### src/rtl/avalon_slave_fifo_pkg.sv
// Shared definitions for the Avalon-MM burst slave: burst count width,
// FSM state encodings and the burstcount normalisation helper.
package avalon_slave_fifo_pkg;

    localparam int unsigned BURST_W = 9;
    localparam logic [BURST_W-1:0] BEAT_ONE = BURST_W'(1);

    typedef enum logic [1:0] {
        ST_IDLE        = 2'd0,
        ST_WRITE_BURST = 2'd1,
        ST_READ_DATA   = 2'd2
    } state_t;

    // A burstcount of zero is treated as a single beat.
    function automatic logic [BURST_W-1:0] burst_beats(input logic [BURST_W-1:0] bc);
        return (bc == '0) ? BEAT_ONE : bc;
    endfunction

endpackage

### src/rtl/avs_data_fifo.sv
// Synchronous FIFO with asynchronous-read storage and registered status flags.
// Pushes into a full FIFO are dropped; pops from an empty FIFO are ignored.
module avs_data_fifo #(
    parameter int unsigned ADDR_W = 4,
    parameter int unsigned DATA_W = 32
) (
    input  logic              i_clk,
    input  logic              i_rst,
    input  logic              i_enq,
    input  logic [DATA_W-1:0] i_enq_data,
    input  logic              i_deq,
    output logic [DATA_W-1:0] o_head,
    output logic              o_empty,
    output logic              o_almost_full
);

    localparam int unsigned     DEPTH     = 1 << ADDR_W;
    localparam logic [ADDR_W:0] C_DEPTH   = (ADDR_W+1)'(DEPTH);
    localparam logic [ADDR_W:0] C_AF      = (ADDR_W+1)'(DEPTH - 3);
    localparam logic [ADDR_W:0] C_CNT_ONE = (ADDR_W+1)'(1);
    localparam logic [ADDR_W-1:0] C_PTR_ONE = ADDR_W'(1);

    logic [DATA_W-1:0] r_mem [DEPTH];
    logic [ADDR_W-1:0] r_wr_ptr;
    logic [ADDR_W-1:0] r_rd_ptr;
    logic [ADDR_W:0]   r_count;
    logic [ADDR_W:0]   w_count_next;
    logic              r_empty;
    logic              r_full;
    logic              r_af;
    logic              w_do_enq;
    logic              w_do_deq;

    assign w_do_enq      = i_enq && !r_full;
    assign w_do_deq      = i_deq && !r_empty;
    assign o_head        = r_mem[r_rd_ptr];
    assign o_empty       = r_empty;
    assign o_almost_full = r_af;

    // Next occupancy; simultaneous push and pop leave it unchanged.
    always_comb begin
        w_count_next = r_count;
        if (w_do_enq && !w_do_deq) begin
            w_count_next = r_count + C_CNT_ONE;
        end else if (!w_do_enq && w_do_deq) begin
            w_count_next = r_count - C_CNT_ONE;
        end
    end

    // Pointers, occupancy and flags; flags are registered from the next occupancy.
    always_ff @(posedge i_clk) begin
        if (i_rst) begin
            r_wr_ptr <= '0;
            r_rd_ptr <= '0;
            r_count  <= '0;
            r_empty  <= 1'b1;
            r_full   <= 1'b0;
            r_af     <= 1'b0;
        end else begin
            if (w_do_enq) begin
                r_wr_ptr <= r_wr_ptr + C_PTR_ONE;
            end
            if (w_do_deq) begin
                r_rd_ptr <= r_rd_ptr + C_PTR_ONE;
            end
            r_count <= w_count_next;
            r_empty <= (w_count_next == '0);
            r_full  <= (w_count_next == C_DEPTH);
            r_af    <= (w_count_next >= C_AF);
        end
    end

    // Data storage, written on accepted pushes only.
    always_ff @(posedge i_clk) begin
        if (w_do_enq) begin
            r_mem[r_wr_ptr] <= i_enq_data;
        end
    end

endmodule

### src/rtl/avalon_slave_fifo.sv
// Avalon-MM burst slave: accepts one read or write burst at a time, buffers write
// beats for user logic and returns user-supplied read words as readdatavalid beats.
module avalon_slave_fifo
    import avalon_slave_fifo_pkg::*;
#(
    parameter int unsigned FIFO_ADDR_WIDTH  = 4,
    parameter int unsigned C_AVS_ADDR_WIDTH = 32,
    parameter int unsigned C_AVS_DATA_WIDTH = 32
) (
    input  logic                          ACLK,
    input  logic                          ARESET,
    input  logic [C_AVS_ADDR_WIDTH-1:0]   avs_address,
    input  logic                          avs_read,
    input  logic                          avs_write,
    input  logic [C_AVS_DATA_WIDTH-1:0]   avs_writedata,
    input  logic [C_AVS_DATA_WIDTH/8-1:0] avs_byteenable,
    input  logic [BURST_W-1:0]            avs_burstcount,
    output logic                          avs_waitrequest,
    output logic [C_AVS_DATA_WIDTH-1:0]   avs_readdata,
    output logic                          avs_readdatavalid,
    output logic                          user_cmd_valid,
    output logic                          user_cmd_read,
    output logic                          user_cmd_write,
    output logic [C_AVS_ADDR_WIDTH-1:0]   user_cmd_addr,
    output logic [BURST_W-1:0]            user_cmd_word_size,
    input  logic                          user_write_deq,
    output logic [C_AVS_DATA_WIDTH-1:0]   user_write_data,
    output logic                          user_write_empty,
    input  logic                          user_read_enq,
    input  logic [C_AVS_DATA_WIDTH-1:0]   user_read_data,
    output logic                          user_read_almost_full,
    output logic                          user_done
);

    localparam int unsigned BYTE_LSB = $clog2(C_AVS_DATA_WIDTH / 8);

    state_t                        r_state;
    logic [BURST_W-1:0]            r_cnt;
    logic [BURST_W-1:0]            r_burst;
    logic [C_AVS_ADDR_WIDTH-1:0]   r_cmd_addr;
    logic                          r_cmd_valid;
    logic                          r_cmd_read;
    logic                          r_cmd_write;
    logic                          r_done;
    logic                          r_rdv;
    logic [C_AVS_DATA_WIDTH-1:0]   r_rdata;

    logic [C_AVS_ADDR_WIDTH-1:0]   w_addr_aligned;
    logic [BURST_W-1:0]            w_burst_in;
    logic                          w_wait;
    logic                          w_wf_enq;
    logic                          w_wf_af;
    logic                          w_rf_deq;
    logic                          w_rf_empty;
    logic [C_AVS_DATA_WIDTH-1:0]   w_rf_head;
    logic                          w_last;
    logic                          w_unused;

    // Byte enables carry no information: only full words are transferred.
    assign w_unused = ^avs_byteenable;

    assign w_burst_in = burst_beats(avs_burstcount);
    assign w_wait     = (r_state == ST_READ_DATA) || w_wf_af;
    assign w_wf_enq   = avs_write && !w_wait;
    assign w_rf_deq   = (r_state == ST_READ_DATA) && !w_rf_empty;
    assign w_last     = (r_cnt == r_burst - BEAT_ONE);

    assign avs_waitrequest    = w_wait;
    assign avs_readdata       = r_rdata;
    assign avs_readdatavalid  = r_rdv;
    assign user_cmd_valid     = r_cmd_valid;
    assign user_cmd_read      = r_cmd_read;
    assign user_cmd_write     = r_cmd_write;
    assign user_cmd_addr      = r_cmd_addr;
    assign user_cmd_word_size = r_burst;
    assign user_done          = r_done;

    // Word-align the burst start address.
    always_comb begin
        w_addr_aligned = avs_address;
        for (int unsigned i = 0; i < BYTE_LSB; i++) begin
            w_addr_aligned[i] = 1'b0;
        end
    end

    // Burst FSM: command capture, beat counting and done/readdata pulses.
    always_ff @(posedge ACLK) begin
        if (ARESET) begin
            r_state     <= ST_IDLE;
            r_cnt       <= '0;
            r_burst     <= '0;
            r_cmd_addr  <= '0;
            r_cmd_valid <= 1'b0;
            r_cmd_read  <= 1'b0;
            r_cmd_write <= 1'b0;
            r_done      <= 1'b0;
            r_rdv       <= 1'b0;
            r_rdata     <= '0;
        end else begin
            r_cmd_valid <= 1'b0;
            r_cmd_read  <= 1'b0;
            r_cmd_write <= 1'b0;
            r_done      <= 1'b0;
            r_rdv       <= w_rf_deq;
            if (w_rf_deq) begin
                r_rdata <= w_rf_head;
            end
            case (r_state)
                ST_IDLE: begin
                    // A write wins over a simultaneous read.
                    if (w_wf_enq) begin
                        r_cmd_valid <= 1'b1;
                        r_cmd_write <= 1'b1;
                        r_cmd_addr  <= w_addr_aligned;
                        r_burst     <= w_burst_in;
                        if (w_burst_in == BEAT_ONE) begin
                            r_done <= 1'b1;
                        end else begin
                            r_cnt   <= BEAT_ONE;
                            r_state <= ST_WRITE_BURST;
                        end
                    end else if (avs_read && !w_wait) begin
                        r_cmd_valid <= 1'b1;
                        r_cmd_read  <= 1'b1;
                        r_cmd_addr  <= w_addr_aligned;
                        r_burst     <= w_burst_in;
                        r_cnt       <= '0;
                        r_state     <= ST_READ_DATA;
                    end
                end
                ST_WRITE_BURST: begin
                    if (w_wf_enq) begin
                        r_cnt <= r_cnt + BEAT_ONE;
                        if (w_last) begin
                            r_done  <= 1'b1;
                            r_state <= ST_IDLE;
                        end
                    end
                end
                ST_READ_DATA: begin
                    if (w_rf_deq) begin
                        r_cnt <= r_cnt + BEAT_ONE;
                        if (w_last) begin
                            r_done  <= 1'b1;
                            r_state <= ST_IDLE;
                        end
                    end
                end
                default: r_state <= ST_IDLE;
            endcase
        end
    end

    avs_data_fifo #(
        .ADDR_W (FIFO_ADDR_WIDTH),
        .DATA_W (C_AVS_DATA_WIDTH)
    ) u_write_fifo (
        .i_clk         (ACLK),
        .i_rst         (ARESET),
        .i_enq         (w_wf_enq),
        .i_enq_data    (avs_writedata),
        .i_deq         (user_write_deq),
        .o_head        (user_write_data),
        .o_empty       (user_write_empty),
        .o_almost_full (w_wf_af)
    );

    avs_data_fifo #(
        .ADDR_W (FIFO_ADDR_WIDTH),
        .DATA_W (C_AVS_DATA_WIDTH)
    ) u_read_fifo (
        .i_clk         (ACLK),
        .i_rst         (ARESET),
        .i_enq         (user_read_enq),
        .i_enq_data    (user_read_data),
        .i_deq         (w_rf_deq),
        .o_head        (w_rf_head),
        .o_empty       (w_rf_empty),
        .o_almost_full (user_read_almost_full)
    );

endmodule
### config.mk
export PLATFORM = sky130hd
export DESIGN_NAME = avalon_slave_fifo
export DESIGN_NICKNAME = d
export VERILOG_FILES = /design/src/rtl/avalon_slave_fifo_pkg.sv /design/src/rtl/avs_data_fifo.sv /design/src/rtl/avalon_slave_fifo.sv
export SDC_FILE = /design/constraint.sdc
export NUM_CORES = 1
export LEC_CHECK = 0
export ABC_AREA = 0
export CAP_MARGIN = 20
export CORE_MARGIN = 4
export CORE_UTILIZATION = 38
export CTS_CLUSTER_SIZE = 14
export DETAILED_ROUTE_END_ITERATION = 10
export PLACE_DENSITY = 0.69
export SLEW_MARGIN = 20
export SYNTH_ARGS = -nofsm -noshare
export SYNTH_HDL_FRONTEND = slang
export SYNTH_SLANG_ARGS = --single-unit
export TNS_END_PERCENT = 1
### constraint.sdc
create_clock -name ACLK -period 4.7 [get_ports ACLK]
set_clock_uncertainty 0.05 [all_clocks]
set_input_delay 0.705 -clock ACLK [delete_from_list [all_inputs] [get_ports ACLK]]
set_output_delay 0.705 -clock ACLK [all_outputs]
set_load 0.01 [all_outputs]
Yosys cells after proc, flatten, opt, wreduce, memory -nomap -nowiden. Memories as Yosys holds them, arrays and structs flattened. A register that Yosys moved wholly into a read port is not among the register bits. Index checks and enable logic that the tools add are counted.

Bits in registers: 89. Memory bits (read-only): 0. Latch bits: 0. Memory bits (writable): 1024. Memories: 2.

Memory list: u_read_fifo.r_mem (words 16, width 32, read ports 1, clocked after memory_dff 1, write ports 1, line avs_data_fifo.sv:23) `logic [DATA_W-1:0] r_mem [DEPTH];`; u_write_fifo.r_mem (words 16, width 32, read ports 1, clocked after memory_dff 1, write ports 1, line avs_data_fifo.sv:23).

Div/mod/pow operators: 0. Bitwise gates (word level): 1. Shift operators: 0. Eq/ne operators: 10. $mul: 0. Order comparisons: 2. Multiplexer cells: 37. Reductions and logical operators: 32. $add $sub $neg: 10.

Operators with widths (count): 9-bit two-way mux (8); 32-bit two-way mux (2); 9-bit one-hot mux with 3 select lines (1); 5-bit two-way mux (4); 4-bit by 1-bit adder with 4-bit output (second input constant) (4); 1-bit two-way mux (12); 2-bit two-way mux (6); 1-bit logical AND (11); 5-bit by 1-bit adder with 5-bit output (second input constant) (2); 5-bit == test (second input constant) (2); 5-bit by 4-bit greater-or-equal comparator with 1-bit output (second input constant) (2); 5-bit zero test (2); 5-bit by 1-bit subtractor with 5-bit output (second input constant) (2); 9-bit by 1-bit adder with 9-bit output (second input constant) (1); 9-bit by 1-bit == test with 1-bit output (second input constant) (1); 9-bit == test (1); 1-bit zero test (9); 9-bit zero test (1); 9-bit by 1-bit subtractor with 9-bit output (second input constant) (1); 4-bit two-way mux (2); 2-bit one-hot mux with 3 select lines (1); 5-bit AND reduction (1); 2-bit by 1-bit != test with 1-bit output (second input constant) (2); 4-bit AND reduction (1); 13 further kinds (13).

Logic depth before layout (Yosys ltp).
Word-level depth: 10. Depth in mapped cells: 9. Gate-level depth less buffers: 8.

By module. Synthesis repeated with hierarchy kept, for this count alone.

Cells, all modules: 2111. Area, all modules: 44042.2 um2.

Modules (own cells, without submodules): avs_data_fifo (u_read_fifo) (cells each 827, area an instance 20261.9 um2, instances 1, sequential area each 15775.1 um2); avs_data_fifo (u_write_fifo) (cells each 827, area an instance 20175.6 um2, instances 1, sequential area each 15775.1 um2); avalon_slave_fifo (cells each 457, area an instance 3604.7 um2, instances 1, sequential area each 1741.7 um2).

Worst setup path after synthesis. Ideal clock, no wire load.

Path type: register to register. Start: register r_state[0]. End: memory u_write_fifo.r_mem[3][0], enable pin. Stages on the path, launching flop included: 7. Setup slack: 0.313 ns. Period minus slack after synthesis: 4.387 ns. Arrival time: 3.876 ns. Cells stage by stage: dfxtp_1 > inv_1 > ha_1 > nor4b_1 > clkbuf_1 > nand2_1 > nor3_1.

Cells in the longest elaborated chain, start to end: 7.

RTL lines: start, declared (line avalon_slave_fifo.sv:37) `state_t r_state;`; start signal, assigned (line avalon_slave_fifo.sv:89) `r_state <= ST_IDLE;`; start signal, assigned (line avalon_slave_fifo.sv:120) `r_state <= ST_WRITE_BURST;`; start signal, assigned (line avalon_slave_fifo.sv:128) `r_state <= ST_READ_DATA;`; 2-bit == test (line avalon_slave_fifo.sv:63) `assign w_wait = (r_state == ST_READ_DATA) || w_wf_af;`; 1-bit logical OR (line avalon_slave_fifo.sv:63); 1-bit zero test (line avalon_slave_fifo.sv:64) `assign w_wf_enq = avs_write && !w_wait;`; 1-bit logical AND (line avalon_slave_fifo.sv:64); 1-bit logical AND (line avs_data_fifo.sv:34) `assign w_do_enq = i_enq && !r_full;`; 1-bit two-way mux (line avs_data_fifo.sv:75) `if (w_do_enq) begin`; 1-bit two-way mux (not written as such) (line avs_data_fifo.sv:76) `r_mem[r_wr_ptr] <= i_enq_data;`; end, declared (line avs_data_fifo.sv:23).

No other way between the ends.

==> qor.txt <==
Status - finished, final reports clean
Worst Setup Start Kind - flip-flop
CTS Buf Count - 115
Initial antenna violation count - 6
Crit Path Max Fanout - 52
Switching Fraction - 24.3%
Syn. warnings - 0
Postcts setup bufs - 0
Initial Utilization - 38.2%
Die Y - 347 um
Detailed-route via count - 21300
Pre-Repair DR Iteration Count - 5
Worst vdd ir - 0.328 mV
Worst r2r src - r_state[0]
Fraction of layout cells with a size suffix above 1 - 23.9%
GRT Total Usage - 15.8%
Ys flop type - edfxtp_1
Leakage power - 15.8 nW
Utilization after layout - 45.4%
#FFs+latches synth - 1147
Core Area - 114000 sq um
Clock Tree Buf Depth - 3
Clock latency on the worst-skew pair - 0.71 ns
WP data required - 3.94 ns
Fillers - 9485
EDFF count, synth - 1024
Switching Power - 5.95 mW
Nets@finish - 2513
Cells on worst reg2reg path - 6
Crit Path Class - reg -> out
Post-CTS Hold Fix Bufs - 0
Final Critical Period - 4.13 ns
Worst Path Arrival - 3.38 ns
Maximum clock frequency - 242 MHz
P_int - 18.5 mW
RR Endpoint - u_write_fifo.r_mem[11][31]
Flop pwr share - 48.7%
Syn Std Cell Area - 43600 sq um
Number of global-route vias before repair - 22400
RSZ-0062 raised after global routing - no
Routability cong. - 0.788
Die Wd - 347 um
CTS H-tree lvls - 3
Hold Startpoint - user_cmd_addr[31]
CTS resizes - 0
Via density per instance - 5.33
Drt wl/cell - 24.1 um
Register area share after synthesis - 76.1%
Clock network power share - 36.1%
Asr flop ratio synth - 0%
Worst Tran Pin Value - 0.890 ns
Largest net degree at the start of global routing - 104
Synth area leader - edfxtp_1
Avg Cell Area, Syn - 20.8 sq um
First-pass GRT wire length - 145 mm
CP Capture Type - output pin
PD cells - 472 nW/um^2
I/O Pins - 228
Slowest Stage Delay on Critical Path - 0.89 ns
Syn-to-layout area delta - 18.7%
WHS Path Cells - 2
Total negative slack - 0 ns
CTS tree - yes
DRT antenna net count - 0
Netlist cell types - 53
Worst Hold Class - reg -> reg
Root Driver - clkbuf_16
Final setup viols - 0
Post-DP HPWL - 52.6 mm
Comb pwr share - 15.2%
Fin. max-slew vios - 0
Critical Path, Cell by Cell - buf_4 -> mux4_2 -> mux4_2 -> clkdlybuf4s50_1
1st-iter DRT viols - 1821
Top cell type's share of synthesized area - 70.5%
Drt total wl - 96.1 mm
Congestion Overflow GR - 0
Quantity of I/O buffers inserted on ports - 219
Reg clk slew, reported paths - 0.06 ns
Post-route clock period utilization - 87.9%
Area contributors post-synth - edfxtp_1 (70%), mux4_2 (17%), dfxtp_1 (5.6%)
Row cnt - 124
Rel. slew slack - 40.6%
Slowest cell on crit path - dfxtp_4
Worst min-delay path endpoint - user_cmd_addr[31]
Cell count after synthesis - 2097
DRC errors left - 0
R2R Setup Slk - 1.52 ns
Max-cap violations - 0
DIE AREA - 120000 sq um
Hold Vio Cnt, Final - 0
Sink Count - 1147
Most frequent CP cell - mux4_2
-- cells in the final DEF, fill, tap and decap left out, types with 12 or more instances in the layout --
| cell type | instances |
|---|---|
| a21oi_1 | 83 |
| buf_12 | 12 |
| buf_4 | 47 |
| clkbuf_1 | 39 |
| clkbuf_16 | 115 |
| clkdlybuf4s50_1 | 218 |
| clkinv_1 | 15 |
| clkinv_2 | 13 |
| dfxtp_1 | 115 |
| edfxtp_1 | 1024 |
| ha_1 | 20 |
| inv_1 | 19 |
| mux4_2 | 320 |
| nand2_1 | 179 |
| nor2_1 | 37 |
| nor2_4 | 24 |
| xnor2_1 | 21 |
| xor2_1 | 14 |
-- cells by family (layout without fill, tap and decap cells) --
| kind of cell | after synthesis | in the layout | synth area share (%) |
|---|---|---|---|
| and+or+nand+nor | 319 | 319 | 3.20 |
| muxes | 323 | 323 | 16.6 |
| buffers and inverters | 133 | 511 | 1.22 |
| xor gates and xnor gates | 35 | 35 | 0.703 |
| other | 1 | 5 | 0.00860 |
| adders and majority gates | 20 | 20 | 0.574 |
| AOI/OAI and AO/OA | 119 | 119 | 1.56 |
| DFF | 1147 | 1147 | 76.1 |
-- area by class of cell --
class / instances / area (sq um) / area share, %
multi-input combinational: 818 / 10100 / 19.6
clock inverter: 51 / 523 / 1.01
timing repair buffer: 277 / 2780 / 5.36
sequential: 1147 / 33200 / 64.2
antenna: 3 / 7.51 / 0.0145
clock buffer: 164 / 3160 / 6.10
inverter: 19 / 71.3 / 0.138
tap: 1512 / 1890 / 3.65
-- layer usage --
layer	part of all wire, %	wire length, um	vias to the layer above	track usage (%)
li1	-	-	9126	-
met5	0.017	16	-	0
met2	53	51200	672	28.0
met3	6.1	5850	148	2.90
met1	38	36800	11300	20.0
met4	2.4	2310	2	4.42
-- worst max-delay path, delay by kind of cell (launching register included) --
family | cells | cell delay [ns]
flip-flops | 1 | 0.89
buffers and inverters | 2 | 0.89
multiplexers | 2 | 0.85
-- registers in the layout, indices dropped and copies added (netlist names), 4 cells and up, named ones only --
register,cells
avs_readdata,32
r_cnt,9
u_read_fifo.r_count,5
u_read_fifo.r_mem,512
u_read_fifo.r_rd_ptr,4
u_read_fifo.r_wr_ptr,4
u_write_fifo.r_count,5
u_write_fifo.r_mem,512
u_write_fifo.r_rd_ptr,4
u_write_fifo.r_wr_ptr,4
user_cmd_addr,30
user_cmd_word_size,9
-- synth_stat cells (5+ instances only) --
master and count:
nand4_1 5, ha_1 20, buf_2 9, edfxtp_1 1024, a211oi_1 5, nor3_1 17
dfxtp_1 123, nor2b_1 5, clkbuf_1 76, nand2b_1 9, inv_1 19, mux4_2 320
nand2_1 180, xor2_1 14, o21ai_0 10, buf_1 24, xnor2_1 21, nor4_1 8
nor2_1 61, a21oi_1 83, nand3_1 9
-- worst max path at each step --
stage               start  slack, ns                          to  depth (start not counted)
2_1_floorplan  r_state[0]       0.31    u_write_fifo.r_mem[3][0]                          6
3_3_place_gp    avs_write       0.97  u_write_fifo.r_mem[11][26]                          5
3_5_place_dp    avs_write       0.90  u_write_fifo.r_mem[11][21]                          5
4_1_cts         flip-flop       0.50         user_write_data[16]                          4
5_1_grt         flip-flop       0.46         user_write_data[16]                          4
6_report        flip-flop       0.57         user_write_data[16]                          4
-- power groups by stage --
stage	sequential, mW	clock [mW]	combinational, mW
after floorplan	12.1	0	2.27
after global placement	12.1	0	3.64
after detailed placement	12.1	0	3.75
after CTS	11.9	9.01	3.77
after global routing	12.0	9.47	4.01
final	11.9	8.83	3.71
-- stage by stage --
stage               instances  area, sq um  worst slack [ns]  power (mW)  hold slack, ns
CTS                      3988        51800             0.502        24.7           0.388
detailed placement       3773        48100             0.897        15.9           0.396
global route             3988        51800             0.456        25.4           0.431
floorplan                2098        43600             0.313        14.3           0.418
global placement         3773        48100             0.967        15.7           0.390
finish                   3991        51800             0.569        24.5           0.402
Note: power is estimated with default switching activity, not from simulation.
